==> config.mk <==
export PLATFORM = sky130hd
export DESIGN_NAME = mem_access_ctrl
export DESIGN_NICKNAME = d
export VERILOG_FILES = /design/src/rtl/mem_access_ctrl.sv
export SDC_FILE = /design/constraint.sdc
export NUM_CORES = 1
export LEC_CHECK = 0
export ABC_AREA = 1
export ABC_CLOCK_PERIOD_IN_PS = 1400
export BUFFER_PORTS_ARGS = -buffer_cell sky130_fd_sc_hd__buf_2
export CAP_MARGIN = 30
export CORE_ASPECT_RATIO = 0.8
export CORE_MARGIN = 2
export CORE_UTILIZATION = 41
export CTS_CLUSTER_SIZE = 28
export DETAILED_ROUTE_END_ITERATION = 10
export GPL_TIMING_DRIVEN = 0
export HOLD_SLACK_MARGIN = 0.12
export PLACE_DENSITY = 0.76
export SLEW_MARGIN = 20
export SYNTH_ARGS = -nofsm -noshare
export SYNTH_HDL_FRONTEND = slang
export SYNTH_SLANG_ARGS = --single-unit
==> constraint.sdc <==
create_clock -name clk -period 1.4 [get_ports clk]
set_clock_uncertainty 0.2 [all_clocks]
set_input_delay 0.07 -clock clk [delete_from_list [all_inputs] [get_ports clk]]
set_output_delay 0.07 -clock clk [all_outputs]
set_load 0.05 [all_outputs]
==> src/rtl/mem_access_ctrl.sv <==
// Memory access sequencer between the control unit (mfa/moc handshake) and a byte-addressed RAM.
// Latency: mfa to moc is at least 4 edges (IDLE, SETUP, ACCESS, DONE); misaligned requests finish in 1 edge.
// Backpressure: waits in ACCESS for ram_moc, and holds moc in DONE until mfa drops. Optional MEM_TIMEOUT_EN bounds the wait.
module mem_access_ctrl #(
    parameter int ADDR_W         = 7,
    parameter int TIMEOUT_CYCLES = 16
) (
    input  logic              clk,
    input  logic              rst_n,
    // control-unit request
    input  logic              mfa,
    input  logic              rw,
    input  logic [1:0]        size,
    input  logic              signed_ld,
    input  logic [ADDR_W-1:0] addr_in,
    input  logic [31:0]       wdata_in,
    // RAM side
    output logic [ADDR_W-1:0] ram_addr,
    output logic [31:0]       ram_data,
    output logic              ram_w_r,
    output logic              ram_enable,
    output logic [1:0]        ram_mode,
    input  logic              ram_moc,
    input  logic [31:0]       ram_rdata,
    // control-unit response
    output logic [31:0]       rdata,
    output logic              moc,
    output logic              busy,
    output logic              align_err,
    output logic              timeout
);

    localparam logic [1:0] SIZE_BYTE = 2'b00;
    localparam logic [1:0] SIZE_HALF = 2'b01;
    localparam logic [1:0] SIZE_WORD = 2'b10;

    typedef enum logic [1:0] {
        S_IDLE   = 2'd0,
        S_SETUP  = 2'd1,
        S_ACCESS = 2'd2,
        S_DONE   = 2'd3
    } state_t;

    // A zero-length wait window would make the bounded ACCESS wait meaningless.
    if (TIMEOUT_CYCLES < 1) begin : g_timeout_cycles_check
        $error("TIMEOUT_CYCLES must be at least 1");
    end

    state_t              state_q;
    state_t              state_d;

    // Request latched in IDLE; RAM-facing outputs are driven straight from these.
    logic                req_rw_q;
    logic [1:0]          req_size_q;
    logic                req_signed_q;
    logic [ADDR_W-1:0]   req_addr_q;
    logic [31:0]         req_wdata_q;

    logic [31:0]         rdata_q;
    logic                align_err_q;

    logic                req_misaligned;
    logic                accept_req;
    logic                set_align_err;
    logic                set_timeout;
    logic                capture_rd;
    logic                wait_expired;

    // Illegal size or an address that does not sit on the access-size boundary.
    always_comb begin
        req_misaligned = 1'b0;
        case (size)
            SIZE_BYTE: req_misaligned = 1'b0;
            SIZE_HALF: req_misaligned = addr_in[0];
            SIZE_WORD: req_misaligned = (addr_in[1:0] != 2'b00);
            default:   req_misaligned = 1'b1;
        endcase
    end

    // Right-justified RAM data is narrowed to the access size and zero/sign-extended.
    function automatic logic [31:0] format_load(input logic [1:0]  sz,
                                                input logic        sgn,
                                                input logic [31:0] d);
        logic [31:0] res;
        case (sz)
            SIZE_BYTE: res = {{24{sgn & d[7]}}, d[7:0]};
            SIZE_HALF: res = {{16{sgn & d[15]}}, d[15:0]};
            default:   res = d;
        endcase
        return res;
    endfunction

`ifdef MEM_TIMEOUT_EN
    // Counter wide enough for TIMEOUT_CYCLES, never narrower than 5 bits.
    localparam int CNT_W = ($clog2(TIMEOUT_CYCLES + 1) > 5) ? $clog2(TIMEOUT_CYCLES + 1) : 5;

    logic [CNT_W-1:0] wait_cnt_q;
    logic             timeout_q;

    // Last ACCESS cycle of the window: leaving on this edge makes TIMEOUT_CYCLES ACCESS cycles in total.
    assign wait_expired = (wait_cnt_q == CNT_W'(TIMEOUT_CYCLES - 1));

    // Counts ACCESS cycles; held at zero elsewhere so every ACCESS entry starts from zero.
    always_ff @(posedge clk) begin
        if (!rst_n) begin
            wait_cnt_q <= '0;
        end else if (state_q != S_ACCESS) begin
            wait_cnt_q <= '0;
        end else begin
            wait_cnt_q <= wait_cnt_q + CNT_W'(1);
        end
    end

    // Timeout flag lives for the DONE phase of the timed-out access only.
    always_ff @(posedge clk) begin
        if (!rst_n) begin
            timeout_q <= 1'b0;
        end else if (set_timeout) begin
            timeout_q <= 1'b1;
        end else if (state_q == S_DONE && !mfa) begin
            timeout_q <= 1'b0;
        end
    end

    assign timeout = timeout_q;
`else
    // Without the timeout option ACCESS waits for ram_moc indefinitely.
    assign wait_expired = 1'b0;
    assign timeout      = 1'b0;
`endif

    // Next-state logic; ram_moc wins over an expiring wait on the same edge.
    always_comb begin
        state_d       = state_q;
        accept_req    = 1'b0;
        set_align_err = 1'b0;
        set_timeout   = 1'b0;
        capture_rd    = 1'b0;
        case (state_q)
            S_IDLE: begin
                if (mfa) begin
                    accept_req = 1'b1;
                    if (req_misaligned) begin
                        set_align_err = 1'b1;
                        state_d       = S_DONE;
                    end else begin
                        state_d       = S_SETUP;
                    end
                end
            end
            S_SETUP: begin
                // RAM lines settle for one cycle before enable; ram_moc is not looked at here.
                state_d = S_ACCESS;
            end
            S_ACCESS: begin
                if (ram_moc) begin
                    capture_rd = req_rw_q;
                    state_d    = S_DONE;
                end else if (wait_expired) begin
                    set_timeout = 1'b1;
                    state_d     = S_DONE;
                end
            end
            S_DONE: begin
                if (!mfa) begin
                    state_d = S_IDLE;
                end
            end
            default: state_d = S_IDLE;
        endcase
    end

    // State register; reset also aborts an access in flight.
    always_ff @(posedge clk) begin
        if (!rst_n) begin
            state_q <= S_IDLE;
        end else begin
            state_q <= state_d;
        end
    end

    // Request fields are captured only when a request is accepted, so later input changes are ignored.
    always_ff @(posedge clk) begin
        if (!rst_n) begin
            req_rw_q     <= 1'b1;
            req_size_q   <= 2'b00;
            req_signed_q <= 1'b0;
            req_addr_q   <= '0;
            req_wdata_q  <= '0;
        end else if (accept_req) begin
            req_rw_q     <= rw;
            req_size_q   <= size;
            req_signed_q <= signed_ld;
            req_addr_q   <= addr_in;
            req_wdata_q  <= wdata_in;
        end
    end

    // Load result only moves on a completed read; writes, errors and timeouts leave it alone.
    always_ff @(posedge clk) begin
        if (!rst_n) begin
            rdata_q <= '0;
        end else if (capture_rd) begin
            rdata_q <= format_load(req_size_q, req_signed_q, ram_rdata);
        end
    end

    // Alignment error is reported through DONE and cleared as the handshake closes.
    always_ff @(posedge clk) begin
        if (!rst_n) begin
            align_err_q <= 1'b0;
        end else if (set_align_err) begin
            align_err_q <= 1'b1;
        end else if (state_q == S_DONE && !mfa) begin
            align_err_q <= 1'b0;
        end
    end

    assign ram_addr   = req_addr_q;
    assign ram_data   = req_wdata_q;
    assign ram_w_r    = req_rw_q;
    assign ram_mode   = req_size_q;
    assign ram_enable = (state_q == S_ACCESS);

    assign rdata      = rdata_q;
    assign moc        = (state_q == S_DONE);
    assign busy       = (state_q != S_IDLE);
    assign align_err  = align_err_q;

endmodule

Word-level counts from Yosys, hierarchy flattened --
Cells that the tools add are included.
Word-level totals: flip-flop bits (word level) 78, latch bits 0, memory bits (writable) 0, ROM bits 0, bits of input ports 79, output and inout port bits 79, word-level logic and storage cells 44, memories kept 0
Cells by class: add/sub/neg operators 0, multipliers 0, div/mod/pow operators 0, $lt $le $gt $ge 0, equal/unequal tests 9, shift operators 0, multiplexer cells 16, bitwise gates (word level) 2, reductions and logical operators 9
Operators by type and width (number):
- one-hot mux 32 bit (2 select lines) | 1
- two-way mux 1 bit | 9
- two-way mux 2 bit | 4
- one-hot mux 2 bit (4 select lines) | 1
- == test 2 x 1 -> 1 bit (second input constant) | 3
- == test 2 bit (second input constant) | 3
- logical NOT 2 bit | 3
- nonzero test 2 bit | 3
- != test 2 bit (second input constant) | 2
- one-hot mux 1 bit (3 select lines) | 1
- AND reduction 3 bit | 1
- bitwise AND 1 bit | 2
- != test 2 x 1 -> 1 bit (second input constant) | 1
- logical AND 1 bit | 1
- logical NOT 1 bit | 1

Longest topological paths before layout --
word-level depth 6, gate-level depth with buffers 8, depth with buffers taken out 7

Worst setup path before layout --
OpenSTA, ideal clock, no wires.
path kind register to register, start register state_q[0], end register rdata_q[16] (netlist: rdata[16]), setup time 0.118 ns, arrival time 1.621 ns, required time 1.082 ns, slack -0.538 ns, stages on the path, launching flop included 9, path buffers 1, clock period less this slack 1.938 ns, cells stage by stage dfxtp_1 inv_1 ha_1 nand3_2 inv_2 buf_4 nand2_1 nor2_1 nor2_1
Between the ends: word-level cells in the longest chain between the ends 2
RTL lines:
- from (decl) | RTL line 49 | state_t state_q;
- from (signal assigned) | RTL line 178 | state_q <= state_d;
- == test 2 bit
- named net ram_enable | RTL line 21 | output logic ram_enable,
- two-way mux 1 bit | RTL line 139 | case (state_q)
- to (signal assigned) | RTL line 204 | rdata_q <= format_load(req_size_q, req_signed_q, ram_rdata);
- to (decl) | RTL line 59 | logic [31:0] rdata_q;
The timed path passes the listed nets, and every way through them passes these cells. A chain may end at the register's enable or synchronous reset.

Final worst setup path --
start register state_q[0], end register rdata_q[10] (netlist: rdata[10])
Between the ends: word-level cells in the longest chain between the ends 2
RTL lines (RTL line):
- == test 2 bit
- two-way mux 1 bit | 139
Every way passes these cells.

==> impl_metrics.env <==
export IMPL_status="finished, violations left"
export IMPL_violations="setup timing"
export IMPL_antenna_found_initial=0
export IMPL_yosys_cell_types_count=22
export IMPL_hpwl_um=6180
export IMPL_grt_start_max_net_pins=14
export IMPL_wl_per_cell_um=14.2
export IMPL_setup_viol=59
export IMPL_grt_pass1_wl_um=15900
export IMPL_dp_cells=690
export IMPL_min_period_ps=1480
export IMPL_rsz0062_at_grt="true"
export IMPL_utilization_pct=80.0
export IMPL_highest_layer="met4"
export IMPL_cts_sinks=78
export IMPL_clkLatencyLatePin_ps=340
export IMPL_yosys_warnings=0
export IMPL_yosys_area_top_type="dfxtp_1"
export IMPL_arrival_ps=1570
export IMPL_slew_violations=0
export IMPL_vias_per_cell=4.71
export IMPL_place_gp_congestion=0.787
export IMPL_synth_common_cells="nor2_1 (126), dfxtp_1 (78), nand2_1 (66)"
export IMPL_syn_area_um2=3120
export IMPL_fmax_mhz=676
export IMPL_drt_iter0_drc=151
export IMPL_cp_max_fo=6
export IMPL_post_dp_cell_area_um2=4070
export IMPL_async_flop_share_pct=0
export IMPL_post_route_period_util_pct=106
export IMPL_fp_row_count=28
export IMPL_cts_root_buf="clkbuf_8"
export IMPL_die_area_um2=8320
export IMPL_syn2layout_area_growth_pct=89.6
export IMPL_totalWireLength_um=11500
export IMPL_power_density_nw_per_um2=1870
export IMPL_place_port_buffers=155
export IMPL_n_antenna_cell=0
export IMPL_synthTopCellsByArea="dfxtp_1 (50%), nor2_1 (15%), o21ai_0 (10%)"
export IMPL_nNetsFinal=782
export IMPL_core_area_um2=7390
export IMPL_final_area_um2=5910
export IMPL_syn_nets=513
export IMPL_postSynthAreaPerCell_um2=7.25
export IMPL_ant_nets=0
export IMPL_wl_met1_um=4760
export IMPL_hold_viol_final=0
export IMPL_die_w_um=102
export IMPL_firstDrtPassIters=4
export IMPL_leakage_nw=2.83
export IMPL_dieHeight_um=82
export IMPL_synth_most_common_cell="nor2_1"
export IMPL_wl_met3_um=533
export IMPL_start_kind="flop"
export IMPL_fillers=489
export IMPL_track_usage_pct=24.5
export IMPL_grt_pass1_vias=3476
export IMPL_slowest_stage="dfxtp_2"
export IMPL_final_layout_size_suffix_gt1_share_pct=43.3
export IMPL_route_met2_wl_um=5970
export IMPL_path_buf_inv=3
export IMPL_fin_cells=809
export IMPL_cts_htree_levels=3
export IMPL_grt_overflow=0
export IMPL_ios=158
export IMPL_netlist_instances=430
export IMPL_start_util_pct=42.2
export IMPL_path_clk_slew_ps=70
export IMPL_path_class="flop to flop"
export IMPL_crit_family="flip-flops"
export IMPL_synth_ff_latch_count=78
export IMPL_slowest_delay_ps=340
export IMPL_cp_end_kind="flop"
export IMPL_drc=0
export IMPL_path_cells="inv_4 -> ha_4 -> nand3_4 -> buf_4 -> a21oi_1 -> o21ai_2 -> inv_1"
export IMPL_yosys_area_top_type_share_pct=50.1
export IMPL_hp_class="primary input to flop"
export IMPL_ir_worst_vdd_uv=1250
export IMPL_clockBufferDepth=2
export IMPL_drv_cap=0
export IMPL_fin_ws_ps=-80.2
export IMPL_num_vias=3813
export IMPL_synth_edff_count=0
export IMPL_required_ps=1490
export IMPL_cts_made_buffers=9
export IMPL_cts_tree="done"
export IMPL_ys_seq_area_share_pct=50.1
export IMPL_synth_flop_cell="dfxtp_1"
-- through the flow --
stage	hold slack, ps	TNS, ps	worst slack [ps]	power, mW
5_1_grt	201	-5670	-166	11.6
6_report	157	-2230	-80.2	11.0
3_5_place_dp	87.9	-12430	-269	7.54
4_1_cts	125	-594	-49.2	9.72
3_3_place_gp	75.7	-11100	-231	7.46
2_1_floorplan	-16.8	-1930	-74.9	6.53
-- sequential cells by signal, summed over array words and instances, names as in the netlist --
| name | flops |
|---|---|
| rdata | 32 |
| align_err | 1 |
| ram_data | 32 |
| req_signed_q | 1 |
| state_q | 2 |
| ram_w_r | 1 |
| ram_addr | 7 |
| ram_mode | 2 |
-- cells in the final DEF (no fill, tap or decap), types with 2 or more instances in the layout --
cell type        n
buf_2          153
nor2_1          86
dlygate4sd3_1   82
dfxtp_1         73
nand2_1         53
o21ai_1         34
inv_1           30
nor2_2          21
nor2_4          19
o21ai_2         18
a21oi_1         15
o21ai_0         14
buf_6           11
buf_4           11
clkbuf_8        10
buf_8            9
clkbuf_1         7
nand2_2          7
nand2_4          6
clkbuf_16        5
a21oi_2          4
inv_4            3
nand3_4          3
ha_4             3
dfxtp_2          3
inv_8            2
nand3_1          2
clkinvlp_4       2
dfxtp_4          2
-- cells by family after synthesis --
family                     after synthesis  share of synthesized area (%)
AOI/OAI and AO/OA                       85                           13.6
adders and majority gates                4                           1.61
DFF                                     78                           50.1
buffers and inverters                   60                           8.55
and+or+nand+nor                        202                           26.0
other                                    1                          0.120
-- tightest hold or removal path: cells and delay by family --
kind / cells / cell delay (ps)
AOI/OAI and AO/OA: 2 / 150
buffers and inverters: 2 / 430
-- layer usage --
layer | up-vias | GRT usage (%)
met5 | - | 0
met4 | 0 | 7.16
met3 | 24 | 5.53
met2 | 133 | 45.3
met1 | 1764 | 28.3
li1 | 1892 | -
-- path summary, 6_finish.rpt --
kind                                 start          end  slack (ps)  depth (start not counted)
worst max-delay path            state_q[0]    rdata[10]         -80                          7
worst min-delay path                 rst_n  ram_mode[1]         160                          4
worst max register to register  state_q[0]    rdata[10]         -80                          7
worst min register to register    rdata[1]     rdata[1]         260                          2
-- final cells by class --
class / count / area [um2] / area share [%]
repair buffers: 256 / 1870 / 31.6
multi-input cells: 292 / 1710 / 28.9
flip-flops and latches: 78 / 1570 / 26.6
plain buffers: 25 / 251 / 4.25
inverters: 35 / 159 / 2.69
clock buffers: 11 / 141 / 2.39
well taps: 105 / 131 / 2.22
clock inverters: 5 / 58.8 / 0.994
repair inverters: 2 / 20.0 / 0.339
-- repair_timing --
item / 4_1_cts / 5_1_grt
hold buffers: 83 / 0
endpoints found under the setup margin: 80 / 77
pin swaps: 6 / 29
cloned: 1 / 7
buffers inserted: 4 / 8
gates resized for setup: 52 / 165
hold endpoints to repair: 78 / 0
-- where the power goes --
part / switching, mW / leakage [nW] / internal [mW]
sequential: 0.448 / 0.642 / 2.81
clock: 0.811 / 0.0955 / 0.873
combinational: 3.99 / 2.10 / 2.12
total: 5.25 / 2.83 / 5.79
(Power assumes the default switching activity.)
